===== src/rtl/computie_bus_pkg.sv =====
// Shared definitions for the computie bus trace loader and dumper:
// FSM encodings, ASCII framing characters and packed-record field offsets.
package computie_bus_pkg;

    localparam logic [2:0] ST_LINE = 3'd0;
    localparam logic [2:0] ST_ADDR = 3'd1;
    localparam logic [2:0] ST_DATA = 3'd2;
    localparam logic [2:0] ST_EMIT = 3'd3;
    localparam logic [2:0] ST_SKIP = 3'd4;

    localparam logic [7:0] CH_R     = 8'h52;
    localparam logic [7:0] CH_W     = 8'h57;
    localparam logic [7:0] CH_COLON = 8'h3A;
    localparam logic [7:0] CH_LF    = 8'h0A;
    localparam logic [7:0] CH_CR    = 8'h0D;

    // Record layout is {mode, addr, data}, data in the low bits.
    localparam int REC_DATA_LSB = 0;

    function automatic int rec_addr_lsb(input int bitwidth);
        return bitwidth;
    endfunction

    function automatic int rec_mode_lsb(input int bitwidth);
        return 2 * bitwidth;
    endfunction

endpackage


===== src/rtl/computie_bus_hex_decode.sv =====
// Combinational ASCII hex digit decoder: byte -> {valid, nibble}.
// Lowercase 'a'-'f' accepted only when COMPUTIE_BUS_LOADER_LOWERCASE_EN is defined.
module computie_bus_hex_decode (
    input  logic [7:0] ch,
    output logic       valid,
    output logic [3:0] nibble
);

    always_comb begin
        valid  = 1'b0;
        nibble = 4'd0;
        if (ch >= 8'h30 && ch <= 8'h39) begin
            valid  = 1'b1;
            nibble = 4'(ch - 8'h30);
        end else if (ch >= 8'h41 && ch <= 8'h46) begin
            valid  = 1'b1;
            nibble = 4'(ch - 8'h37);
        end
`ifdef COMPUTIE_BUS_LOADER_LOWERCASE_EN
        else if (ch >= 8'h61 && ch <= 8'h66) begin
            valid  = 1'b1;
            nibble = 4'(ch - 8'h57);
        end
`endif
    end

endmodule


===== src/rtl/computie_bus_loader.sv =====
// Rebuilds packed bus records from the computie trace text stream (R/W<addr>:<data>\n).
// Optional lowercase hex via COMPUTIE_BUS_LOADER_LOWERCASE_EN (see computie_bus_hex_decode).
//
// state   | meaning
// --------+--------------------------------------------------------------
// ST_LINE | start of line: expect R/W, blank line closes a block
// ST_ADDR | collecting address hex digits until ':'
// ST_DATA | collecting data hex digits until '\n'
// ST_EMIT | record presented, input stalled until consumer handshake
// ST_SKIP | discarding the rest of a malformed line
module computie_bus_loader
    import computie_bus_pkg::*;
#(
    parameter int BITWIDTH = 32,
    parameter int MODWIDTH = 1,
    parameter int DEPTH    = 512
) (
    input  logic                           comm_clock,
    input  logic                           comm_reset_n,
    input  logic                           in_valid,
    output logic                           in_ready,
    input  logic [7:0]                     in_data,
    output logic                           record_out_valid,
    input  logic                           record_out_ready,
    output logic [BITWIDTH*2+MODWIDTH-1:0] record_out,
    output logic [$clog2(DEPTH):0]         record_out_index,
    output logic [$clog2(DEPTH):0]         record_count,
    output logic                           load_end,
    output logic                           parse_error,
    output logic                           led
);

    localparam int DIGITS   = BITWIDTH / 4;
    localparam int DCW      = $clog2(DIGITS) + 1;
    localparam int CW       = $clog2(DEPTH) + 1;
    localparam int RW       = BITWIDTH * 2 + MODWIDTH;
    localparam int ADDR_LSB = rec_addr_lsb(BITWIDTH);
    localparam int MODE_LSB = rec_mode_lsb(BITWIDTH);

    logic [2:0]          state_q;
    logic                ready_en_q;
    logic                mode_q;
    logic [BITWIDTH-1:0] addr_q;
    logic [BITWIDTH-1:0] data_q;
    logic [DCW-1:0]      digits_q;
    logic [CW-1:0]       count_q;
    logic [RW-1:0]       record_q;
    logic                valid_q;
    logic                load_end_q;
    logic                parse_error_q;
    logic                led_q;

    logic                hex_valid;
    logic [3:0]          hex_nibble;
    logic                take;
    logic                is_cr;
    logic                is_lf;
    logic                digits_full;
    logic [DCW-1:0]      digits_inc;
    logic [RW-1:0]       next_record;

    computie_bus_hex_decode u_hex (
        .ch     (in_data),
        .valid  (hex_valid),
        .nibble (hex_nibble)
    );

    assign take        = in_valid && in_ready;
    assign is_cr       = (in_data == CH_CR);
    assign is_lf       = (in_data == CH_LF);
    assign digits_full = (digits_q == DCW'(DIGITS));
    assign digits_inc  = (digits_q == {DCW{1'b1}}) ? digits_q : digits_q + 1'b1;

    always_comb begin
        next_record = '0;
        next_record[REC_DATA_LSB +: BITWIDTH] = data_q;
        next_record[ADDR_LSB +: BITWIDTH]     = addr_q;
        next_record[MODE_LSB]                 = mode_q;
    end

    // ready_en_q holds in_ready low for the first cycle out of reset.
    assign in_ready         = ready_en_q && (state_q != ST_EMIT);
    assign record_out_valid = valid_q;
    assign record_out       = record_q;
    assign record_out_index = count_q;
    assign record_count     = count_q;
    assign load_end         = load_end_q;
    assign parse_error      = parse_error_q;
    assign led              = led_q;

    always_ff @(posedge comm_clock or negedge comm_reset_n) begin
        if (!comm_reset_n) begin
            state_q       <= ST_LINE;
            ready_en_q    <= 1'b0;
            mode_q        <= 1'b0;
            addr_q        <= '0;
            data_q        <= '0;
            digits_q      <= '0;
            count_q       <= '0;
            record_q      <= '0;
            valid_q       <= 1'b0;
            load_end_q    <= 1'b0;
            parse_error_q <= 1'b0;
            led_q         <= 1'b0;
        end else begin
            ready_en_q    <= 1'b1;
            load_end_q    <= 1'b0;
            parse_error_q <= 1'b0;
            case (state_q)
                ST_LINE: begin
                    if (take && !is_cr) begin
                        if (in_data == CH_R || in_data == CH_W) begin
                            mode_q   <= (in_data == CH_R);
                            addr_q   <= '0;
                            data_q   <= '0;
                            digits_q <= '0;
                            state_q  <= ST_ADDR;
                        end else if (is_lf) begin
                            if (count_q != '0) begin
                                load_end_q <= 1'b1;
                                count_q    <= '0;
                            end
                        end else begin
                            parse_error_q <= 1'b1;
                            state_q       <= ST_SKIP;
                        end
                    end
                end
                ST_ADDR: begin
                    if (take && !is_cr) begin
                        if (hex_valid && !digits_full) begin
                            addr_q   <= (addr_q << 4) | BITWIDTH'(hex_nibble);
                            digits_q <= digits_inc;
                        end else if (in_data == CH_COLON && digits_full) begin
                            digits_q <= '0;
                            state_q  <= ST_DATA;
                        end else begin
                            parse_error_q <= 1'b1;
                            state_q       <= is_lf ? ST_LINE : ST_SKIP;
                        end
                    end
                end
                ST_DATA: begin
                    if (take && !is_cr) begin
                        if (hex_valid && !digits_full) begin
                            data_q   <= (data_q << 4) | BITWIDTH'(hex_nibble);
                            digits_q <= digits_inc;
                        end else if (is_lf && digits_full) begin
                            // A full block drops the record; the '\n' is consumed.
                            if (count_q == CW'(DEPTH)) begin
                                parse_error_q <= 1'b1;
                                state_q       <= ST_LINE;
                            end else begin
                                record_q <= next_record;
                                valid_q  <= 1'b1;
                                state_q  <= ST_EMIT;
                            end
                        end else begin
                            parse_error_q <= 1'b1;
                            state_q       <= is_lf ? ST_LINE : ST_SKIP;
                        end
                    end
                end
                ST_EMIT: begin
                    if (valid_q && record_out_ready) begin
                        valid_q <= 1'b0;
                        count_q <= count_q + 1'b1;
                        led_q   <= ~led_q;
                        state_q <= ST_LINE;
                    end
                end
                ST_SKIP: begin
                    if (take && is_lf) begin
                        state_q <= ST_LINE;
                    end
                end
                default: begin
                    state_q <= ST_LINE;
                end
            endcase
        end
    end

endmodule


===== config.mk =====
export PLATFORM = sky130hd
export DESIGN_NAME = computie_bus_loader
export DESIGN_NICKNAME = d
export VERILOG_FILES = /design/src/rtl/computie_bus_pkg.sv /design/src/rtl/computie_bus_hex_decode.sv /design/src/rtl/computie_bus_loader.sv
export SDC_FILE = /design/constraint.sdc
export NUM_CORES = 1
export LEC_CHECK = 0
export CAP_MARGIN = 40
export CORE_AREA = 5 5 130 108
export DETAILED_ROUTE_END_ITERATION = 8
export DIE_AREA = 0 0 135 113
export PLACE_DENSITY_LB_ADDON = 0.2
export SETUP_SLACK_MARGIN = 0.2
export SLEW_MARGIN = 20
export SYNTH_ARGS = -nofsm -noshare
export SYNTH_HDL_FRONTEND = slang
export SYNTH_HIERARCHICAL = 1
export SYNTH_SLANG_ARGS = --single-unit

===== constraint.sdc =====
create_clock -name comm_clock -period 4.6 [get_ports comm_clock]
set_clock_uncertainty 0.15 [all_clocks]
set_input_delay 0.46 -clock comm_clock [delete_from_list [all_inputs] [get_ports comm_clock]]
set_output_delay 0.46 -clock comm_clock [all_outputs]
set_load 0.02 [all_outputs]

* Word-level counts from Yosys, hierarchy flattened
Cells that the tools add are included.
** Storage, ports and cells
- Register bits :: 152
- Input bits :: 12
- Output and inout bits :: 90
- Word-level logic and storage cells :: 147
** Operators by class
- Add/subtract/negate cells :: 4
- Order comparisons :: 4
- Equal/unequal tests :: 30
- Multiplexer cells :: 63
- Bitwise gates (word level) :: 5
- Reductions and logical operators :: 29
** Operators with widths (count)
- 2-to-1 mux 32 bit :: 6
- case mux 32 bit (2 select lines) :: 2
- bitwise OR 32 x 4 -> 32 bit :: 2
- 2-to-1 mux 10 bit :: 5
- 2-to-1 mux 4 bit :: 10
- 2-to-1 mux 3 bit :: 12
- != test 2 bit, second input constant :: 15
- 2-to-1 mux 1 bit :: 22
- case mux 10 bit (2 select lines) :: 1
- equality test 8 x 4 -> 1 bit, second input constant :: 2
- equality test 8 x 7 -> 1 bit, second input constant :: 2
- case mux 3 bit (5 select lines) :: 1
- AND reduction 5 bit :: 3
- case mux 4 bit (3 select lines) :: 1
- AND reduction 6 bit :: 2
- adder 10 x 1 -> 10 bit, second input constant :: 1
- equality test 10 bit, second input constant :: 1
- logical AND 1 bit :: 10
- nonzero test 10 bit :: 1
- equality test 4 bit, second input constant :: 2
- equality test 8 x 6 -> 1 bit, second input constant :: 1
- greater-or-equal comparator 8 x 6 -> 1 bit, second input constant :: 1
- greater-or-equal comparator 8 x 7 -> 1 bit, second input constant :: 1
- less-or-equal comparator 8 x 6 -> 1 bit, second input constant :: 1
- 22 further kinds :: 30

* Logic depth before layout (Yosys ltp)
Gate-level depths: netlist (run 1).
- Depth after elaboration :: 8
- Depth in mapped cells :: 12
- Depth with buffers taken out :: 10

* Modules after synthesis
Netlist (run 1), hierarchy kept.
** By module, submodules not included
- computie_bus_loader :: times used 1, cells an instance 593, area an instance 6570.1 µm², sequential area each 3803.6 µm²
- computie_bus_hex_decode :: times used 1, cells an instance 24, area an instance 171.4 µm², sequential area each 0.0 µm²

* Worst setup path before layout (run 1)
OpenSTA, ideal clock, no wires.
- Kind :: input -> register
- From :: in in_data[1]
- To :: reg digits_q[3]
- Library setup time :: 0.125 ns
- Arrival time :: 2.162 ns
- Required time :: 4.325 ns
- Setup slack :: 2.163 ns
- Stages :: 9
- Buffers on the path :: 0
- Path through :: inv_1 -> ha_1 -> or3b_1 -> nand4_2 -> nand2_1 -> and2_1 -> o311a_2 -> a41oi_1 -> a21oi_1
** Between the ends
- Longest elaborated chain between the ends :: 8
- Elaborated cells between the ends (all ways) :: 27
- Those cells by class :: order compare: 4; eq/ne: 10; mux: 5; reduce/logical: 8
** RTL lines
- start: declaration :: RTL line computie_bus_loader.sv:22 : input logic [7:0] in_data,
- greater-or-equal comparator 8 x 7 -> 1 bit / less-or-equal comparator 8 x 7 -> 1 bit (equally long branches) :: RTL line computie_bus_hex_decode.sv:15 : end else if (ch >= 8'h41 && ch <= 8'h46) begin
- logical AND 1 bit :: RTL line computie_bus_hex_decode.sv:15
- 2-to-1 mux 1 bit :: RTL line computie_bus_hex_decode.sv:15
- 2-to-1 mux 1 bit * :: RTL line computie_bus_hex_decode.sv:12 : if (ch >= 8'h30 && ch <= 8'h39) begin
- named net hex_valid :: RTL line computie_bus_loader.sv:53 : logic hex_valid;
- logical AND 1 bit * :: RTL line computie_bus_loader.sv:131, computie_bus_loader.sv:145
- 2-to-1 mux 4 bit :: RTL line computie_bus_loader.sv:131 : if (hex_valid && !digits_full) begin
- 2-to-1 mux 4 bit :: RTL line computie_bus_loader.sv:130 : if (take && !is_cr) begin
- case mux 4 bit (3 select lines) :: RTL line computie_bus_loader.sv:109 : case (state_q)
- end signal: assignment :: RTL line computie_bus_loader.sv:133 : digits_q <= digits_inc;
- end signal: assignment :: RTL line computie_bus_loader.sv:147 : digits_q <= digits_inc;
- end: declaration :: RTL line computie_bus_loader.sv:45 : logic [DCW-1:0] digits_q;
Mark *: on every way through the listed nets, which the timed path passes. The rest lies on a longest branch. The select of a mux whose other input is x is not followed.
A chain may end at the register's enable or synchronous reset.

* Worst setup path after layout (run 1)
- From :: in in_data[2]
- To :: reg record_q[18], in the netlist record_out[18]
** Between the ends
- Longest elaborated chain between the ends :: 7
- Elaborated cells between the ends (all ways) :: 16
- Those cells by class :: order compare: 4; eq/ne: 2; mux: 2; bitwise: 1; reduce/logical: 7
** RTL lines
- greater-or-equal comparator 8 x 7 -> 1 bit / less-or-equal comparator 8 x 7 -> 1 bit (equally long branches) :: RTL line computie_bus_hex_decode.sv:15
- logical AND 1 bit :: RTL line computie_bus_hex_decode.sv:15
- 2-to-1 mux 1 bit :: RTL line computie_bus_hex_decode.sv:15
- 2-to-1 mux 1 bit :: RTL line computie_bus_hex_decode.sv:12
- logical AND 1 bit :: RTL line computie_bus_loader.sv:145 : if (hex_valid && !digits_full) begin
- inverter 1 bit (no line)
- AND reduction 5 bit (no line) *
- end signal: assignment :: RTL line computie_bus_loader.sv:154 : record_q <= next_record;
- end: declaration :: RTL line computie_bus_loader.sv:47 : logic [RW-1:0] record_q;
Mark *: on every way between the ends. The rest lies on a longest branch, timed or not.

==> results.py, run 1 <==
metrics = {
    "yosys": {
        "synth-seq-cells": 152,
        "synth_top_family_by_area": "simple AND/OR/NAND/NOR gates",
        "syn_area_um2": 6741,
        "ys_warn_count": 6,
        "synth_compound_area_frac": 0.1012,
        "syn-instance-count": 617,
        "yosysSeqAreaShare": 0.5642,
        "synth.avg_cell_area_um2": 10.93,
        "synth_fa_ha_area_frac": 0.01299,
        "syn_nets": 636,
        "synth_flop_cell": "dfrtp_1",
        "synth.distinct_cells": 65,
        "muxShareOfSynthArea": 0.1149,
        "synth-edff-count": 0,
        "yosys.area_share.xor_xnor": 0.003898,
        "async_flop_share": 1.000,
        "synthSimpleGateAreaFrac": 0.1581,
    },
    "worst_setup_path": {
        "cp.required_ps": 4750,
        "r2r_slack_ps": 1610,
        "critPathLaunchType": "input port",
        "crit_path_end_kind": "flop",
        "crit-reg2reg-launch": "record_count[1]$_DFFE_PN0P_",
        "rr_worst_depth": 8,
        "cp-startpoint": "in_data[2]",
        "arrival_ps": 3200,
        "crit_fanout": 43,
        "r2r_end": "record_out[27]$_DFFE_PN0P_",
        "path_class": "input port to flop",
    },
    "min_path": {
        "hold_class": "flop to flop",
        "min_to": "led$_DFFE_PN0P_",
        "worstHoldStart": "led$_DFFE_PN0P_",
        "hold_depth": 1,
    },
    "run": {
        "drv_cap": 0,
    },
    "sta": {
        "final-setup-viol-count": 0,
        "rsz0062_at_grt": "no",
        "worstMarginPinSlew_ps": 898.8,
        "fin_crit_sh": 0.6639,
        "fin_tns_setup_ps": 0,
        "fmax_ghz": 0.3274,
        "final.setup.worst_slack_ps": 1546,
        "slew_headroom": 0.3853,
        "finalHoldViolations": 0,
        "final-max-slew-violation-count": 0,
        "fin_crit_ps": 3054,
    },
    "floorplanning": {
        "die_y_um": 113,
        "ioPinCount": 102,
        "die_area_um2": 15260,
        "fp-row-count": 37,
        "initial_core_util": 0.5373,
        "die_w_um": 135,
        "core_area_um2": 12550,
    },
    "cells_and_area": {
        "finalNetCount": 724,
        "drive_above_1_share": 0.1588,
        "num_antenna_cells": 0,
        "syn_to_final_growth_pct": 24.72,
        "fin_area_um2": 8408,
        "layout_commonest_cell": "dfrtp_1",
        "layout_common_cells": "152 x dfrtp_1, 146 x nand2_1, 100 x clkdlybuf4s50_1",
    },
    "clocking": {
        "cts_max_path_buffers": 2,
        "clk_latency_ps": 420,
        "ctsHoldBuffers": 1,
        "clock-sinks": 152,
        "clockRootBuffer": "clkbuf_16",
        "numCtsBuffers": 17,
        "ctsResizeCount": 0,
        "clkTransAtPathRegs_ps": 60,
        "cts_tree": "built",
        "cts_setup_buffers": 0,
        "h-tree-depth": 4,
    },
    "place": {
        "dp_slack_ps": 1119,
        "port_buffers": 101,
        "gp_routability_congestion": 0.8657,
        "postPlaceCellArea_um2": 7821,
        "dp_hpwl_um": 9794,
    },
    "power": {
        "p_clk_frac": 0.468,
        "power_frac_seq": 0.478,
        "switching_share": 0.2361,
        "p_leak_nw": 3.742,
        "power_frac_comb": 0.054,
        "finalPower_mw": 2.909,
        "powerDensity_nw_per_um2": 346.0,
        "switching_power_mw": 0.6869,
        "vdd_drop_max_mv": 0.2182,
        "internal_power_mw": 2.222,
    },
    "detailed_routing": {
        "drtPass1Iterations": 5,
        "drt_iter0_markers": 361,
        "dr_wl_met2_um": 7178,
        "dr.max_layer_used": "met4",
        "vias_per_cell": 5.398,
        "postRouteAntennaNets": 0,
        "m1WireLength_um": 6529,
        "routed_wl_um": 14440,
        "drt_drc_violations_left": 0,
        "num_vias": 4820,
        "routedWlPerCell_um": 16.17,
        "wl_met3_um": 568,
    },
    "global_route": {
        "globalRouteOverflowTotal": 0,
        "grt_pass1_wl_um": 25190,
        "grt_max_degree": 76,
        "grt_antenna_before_repair": 0,
        "track_usage": 0.2038,
        "grt_pass1_vias": 5009,
    },
    "run_status": {
        "outcome": "completed",
    },
}
-- Yosys cell counts, types with 3 or more instances --
cell type  number  area share
buf_2           6      0.0045
nand2_1       146       0.081
mux2_1         10       0.017
nand3_1        15       0.011
or3_1           4      0.0037
buf_4          17       0.019
clkbuf_2        4      0.0030
and3_1          3      0.0028
o21ai_0        79       0.059
nor2b_1         3      0.0028
clkbuf_1        9      0.0050
a21o_1          5      0.0056
nor2_1          8      0.0045
ha_1            7       0.013
and2_1          3      0.0028
nand4_1         4      0.0037
inv_1          11      0.0061
nor3_1          4      0.0030
buf_6           4      0.0067
a21oi_1        11      0.0082
mux2_2         57       0.095
dfrtp_1       152        0.56
-- power groups by stage --
stage / clock (mW) / sequential, mW / combinational [mW]
CTS: 1.39 / 1.39 / 0.158
global placement: 0 / 1.41 / 0.149
detailed placement: 0 / 1.41 / 0.155
floorplan: 0 / 1.40 / 0.0929
global route: 1.45 / 1.39 / 0.178
finish: 1.36 / 1.39 / 0.157
-- per-layer routing --
metal	track usage	up-vias
met5	0	-
met4	0.05507	0
met3	0.04578	16
met2	0.3359	115
met1	0.2751	2381
li1	-	2308
-- state kept, by name (all words and copies together) (netlist names), 3 cells and up --
| signal | cells |
|---|---|
| record_out | 65 |
| record_count | 10 |
| addr_q | 32 |
| digits_q | 4 |
| data_q | 32 |
| state_q | 3 |
-- how the worst max path moves through the flow --
stage / end / slack (ps) / cells past startpoint
2_1_floorplan: digits_q[3]$_DFFE_PN0P_ / 2160 / 9
3_3_place_gp: addr_q[1]$_DFFE_PN0P_ / 1170 / 9
3_5_place_dp: record_out[18]$_DFFE_PN0P_ / 1120 / 7
4_1_cts: record_out[18]$_DFFE_PN0P_ / 1560 / 7
5_1_grt: record_out[2]$_DFFE_PN0P_ / 1410 / 7
6_report: record_out[18]$_DFFE_PN0P_ / 1550 / 7
-- kinds of logic (layout without fill, tap and decap cells) --
logic type	after synthesis	count (layout)
multiplexers	69	69
other	1	1
AO/OA/AOI/OAI	117	117
XOR/XNOR	3	3
adder cells (fa/ha/maj)	7	7
buffers and inverters	51	152
AND/OR/NAND/NOR	217	217
flip-flops	152	152
-- critical path, stage by stage --
cell             delay [ps]
clkdlybuf4s50_1         580
nand4bb_4               350
nand2b_4                200
nor4_4                  390
nand3_4                 350
buf_4                   430
mux2_1                  390
-- area by class of cell --
class / count / area [um^2]
clock inverter: 13 / 143.9
timing repair buffer: 109 / 1100
fill: 955 / 4138
tap: 175 / 219.0
multi-input combinational: 414 / 2668
sequential: 152 / 3804
clock buffer: 19 / 432.9
inverter: 11 / 41.29
-- through the flow --
step                instances  hold WS [ps]  utilization
detailed placement        860         309.7       0.6234
global placement          858         310.3       0.6202
global route              893         354.6       0.6702
floorplan                 617         14.41            -
finish                    893         326.3       0.6702
CTS                       893         322.7       0.6702
(Power assumes the default switching activity.)
==> run 2: changes to the inputs <==
--- a/config.mk
+++ b/config.mk
@@ -6,9 +6,9 @@
 export NUM_CORES = 1
 export LEC_CHECK = 0
 export CAP_MARGIN = 40
-export CORE_AREA = 5 5 130 108
+export CORE_AREA = 5 5 131 108
 export DETAILED_ROUTE_END_ITERATION = 8
-export DIE_AREA = 0 0 135 113
+export DIE_AREA = 0 0 136 113
 export PLACE_DENSITY_LB_ADDON = 0.2
 export SETUP_SLACK_MARGIN = 0.2
 export SLEW_MARGIN = 20
==> constraint.sdc (replaced) <==
create_clock -name comm_clock -period 3.2 [get_ports comm_clock]
set_clock_uncertainty 0.15 [all_clocks]
set_input_delay 0.32 -clock comm_clock [delete_from_list [all_inputs] [get_ports comm_clock]]
set_output_delay 0.32 -clock comm_clock [all_outputs]
set_load 0.02 [all_outputs]
==> run 2 against run 1 <==
Compared with the run above:
- wire length decreased by 1.4%
- critical path type unchanged
- highest routed layer unchanged
- sequential share of layout area decreased by 0.32 points
- critical endpoint is now digits_q[0]$_DFFE_PN0P_
- combinational power increased by 49%
- largest cell class unchanged
==> results.py, run 2 (same netlist as run 1, synthesis figures left out) <==
metrics = {
    "run_status": {
        "outcome": "completed",
    },
    "sta": {
        "fin_crit_sh": 0.8463,
        "final-setup-viol-count": 0,
        "worstMarginPinSlew_ps": 588.4,
        "slew_headroom": 0.6063,
        "fmax_ghz": 0.3693,
        "rsz0062_at_grt": "no",
        "fin_crit_ps": 2708,
        "finalHoldViolations": 0,
        "final-max-slew-violation-count": 0,
        "fin_tns_setup_ps": 0,
    },
    "clocking": {
        "clk_latency_ps": 410,
        "ctsResizeCount": 0,
        "h-tree-depth": 4,
        "clkTransAtPathRegs_ps": 60,
        "clock-sinks": 152,
        "cts_tree": "built",
        "clockRootBuffer": "clkbuf_16",
        "numCtsBuffers": 17,
        "cts_setup_buffers": 0,
        "cts_max_path_buffers": 2,
        "ctsHoldBuffers": 1,
    },
    "worst_setup_path": {
        "r2r_end": "record_out[38]$_DFFE_PN0P_",
        "crit_fanout": 11,
        "path_class": "input port to flop",
        "arrival_ps": 2870,
        "cp.required_ps": 3370,
        "rr_worst_depth": 8,
        "crit-reg2reg-launch": "record_count[1]$_DFFE_PN0P_",
        "critPathLaunchType": "input port",
        "r2r_slack_ps": 600,
        "crit_path_end_kind": "flop",
    },
    "power": {
        "switching_power_mw": 1.016,
        "power_frac_comb": 0.057,
        "power_frac_seq": 0.487,
        "vdd_drop_max_mv": 0.3509,
        "p_clk_frac": 0.456,
        "internal_power_mw": 3.094,
        "switching_share": 0.2472,
        "p_leak_nw": 3.764,
        "powerDensity_nw_per_um2": 485.3,
    },
    "floorplanning": {
        "fp-row-count": 37,
        "die_w_um": 136,
        "core_area_um2": 12640,
        "ioPinCount": 102,
        "die_y_um": 113,
        "die_area_um2": 15370,
        "initial_core_util": 0.5334,
    },
    "cells_and_area": {
        "largest_reg_flops": 65,
        "syn_to_final_growth_pct": 25.61,
        "layout_common_cells": "152 x dfrtp_1, 146 x nand2_1, 100 x clkdlybuf4s50_1",
        "drive_above_1_share": 0.1697,
        "finalNetCount": 731,
        "final_util": 0.6700,
        "num_antenna_cells": 0,
        "layout_commonest_cell": "dfrtp_1",
    },
    "global_route": {
        "globalRouteOverflowTotal": 0,
        "grt_pass1_wl_um": 24180,
        "grt_pass1_vias": 4909,
        "track_usage": 0.1934,
        "grt_antenna_before_repair": 0,
        "grt_max_degree": 71,
    },
    "detailed_routing": {
        "num_vias": 4817,
        "drtPass1Iterations": 5,
        "vias_per_cell": 5.352,
        "drt_drc_violations_left": 0,
        "routedWlPerCell_um": 15.83,
        "drt_iter0_markers": 440,
        "postRouteAntennaNets": 0,
        "routed_wl_um": 14240,
    },
    "place": {
        "gp_routability_congestion": 0.8714,
        "dp_hpwl_um": 9725,
        "port_buffers": 101,
    },
    "run": {
        "drv_cap": 0,
    },
    "min_path": {
        "hold_class": "input port to async pin",
    },
}
## run 2: changes by cell type in the layout (fill, tap and decap cells not counted), sizes merged
cell	change
buf	+7
clkinvlp	+4
bufinv	-2
clkinv	-5
inv	+3
## run 2: stage by stage
step | total power, mW | hold WS, ps | cell area, um^2 | setup slack, ps | instances
2_1_floorplan | 2.142 | -125.6 | 6741 | 902.8 | 617
3_3_place_gp | 2.250 | 156.7 | 7899 | 265.3 | 867
3_5_place_dp | 2.264 | 167.1 | 7899 | 139.1 | 867
4_1_cts | 4.151 | 294.4 | 8468 | 531.5 | 900
5_1_grt | 4.279 | 316.7 | 8468 | 379.2 | 900
6_report | 4.109 | 268.4 | 8468 | 491.8 | 900
## run 2: worst max path at each step
stage | start | endpoint | slack (ps)
after floorplan | in_data[1] | digits_q[3]$_DFFE_PN0P_ | 900
after global placement | in_data[0] | digits_q[3]$_DFFE_PN0P_ | 270
after detailed placement | in_data[0] | digits_q[0]$_DFFE_PN0P_ | 140
after CTS | state_q[1]$_DFFE_PN0P_ | in_ready | 530
after global routing | in_data[0] | digits_q[0]$_DFFE_PN0P_ | 380
final | in_data[0] | digits_q[0]$_DFFE_PN0P_ | 490
## run 2: power by group through the flow
stage	registers (mW)	logic, mW	clock network (mW)
6_report	2.00	0.234	1.87
5_1_grt	2.01	0.264	2.01
4_1_cts	2.00	0.234	1.92
3_5_place_dp	2.03	0.230	0
3_3_place_gp	2.03	0.219	0
2_1_floorplan	2.01	0.133	0
## run 2: worst max-delay path: stages
cell and delay [ps]:
clkdlybuf4s50_1 590, ha_1 320, or3b_1 370, nand4_2 110, nand2_1 110, and2_1 210, o311a_2 470, a21boi_1 160
o21ai_0 200
## run 2: final cells by class
class | count | area [um^2]
Clock buffer | 19 | 452.9
Clock inverter | 13 | 106.4
Fill cell | 972 | 4170
Inverter | 11 | 41.29
Multi-Input combinational cell | 414 | 2668
Sequential cell | 152 | 3804
Tap cell | 175 | 219.0
Timing Repair Buffer | 116 | 1177
## run 2: metal layers
layer  global-route usage  up-vias  routed length [um]
met5                    0        -                   0
met4              0.05238        0                 136
met3              0.04267       13                 634
met2               0.3167      119                7014
met1               0.2623     2366                6457
li1                     -     2319                   -
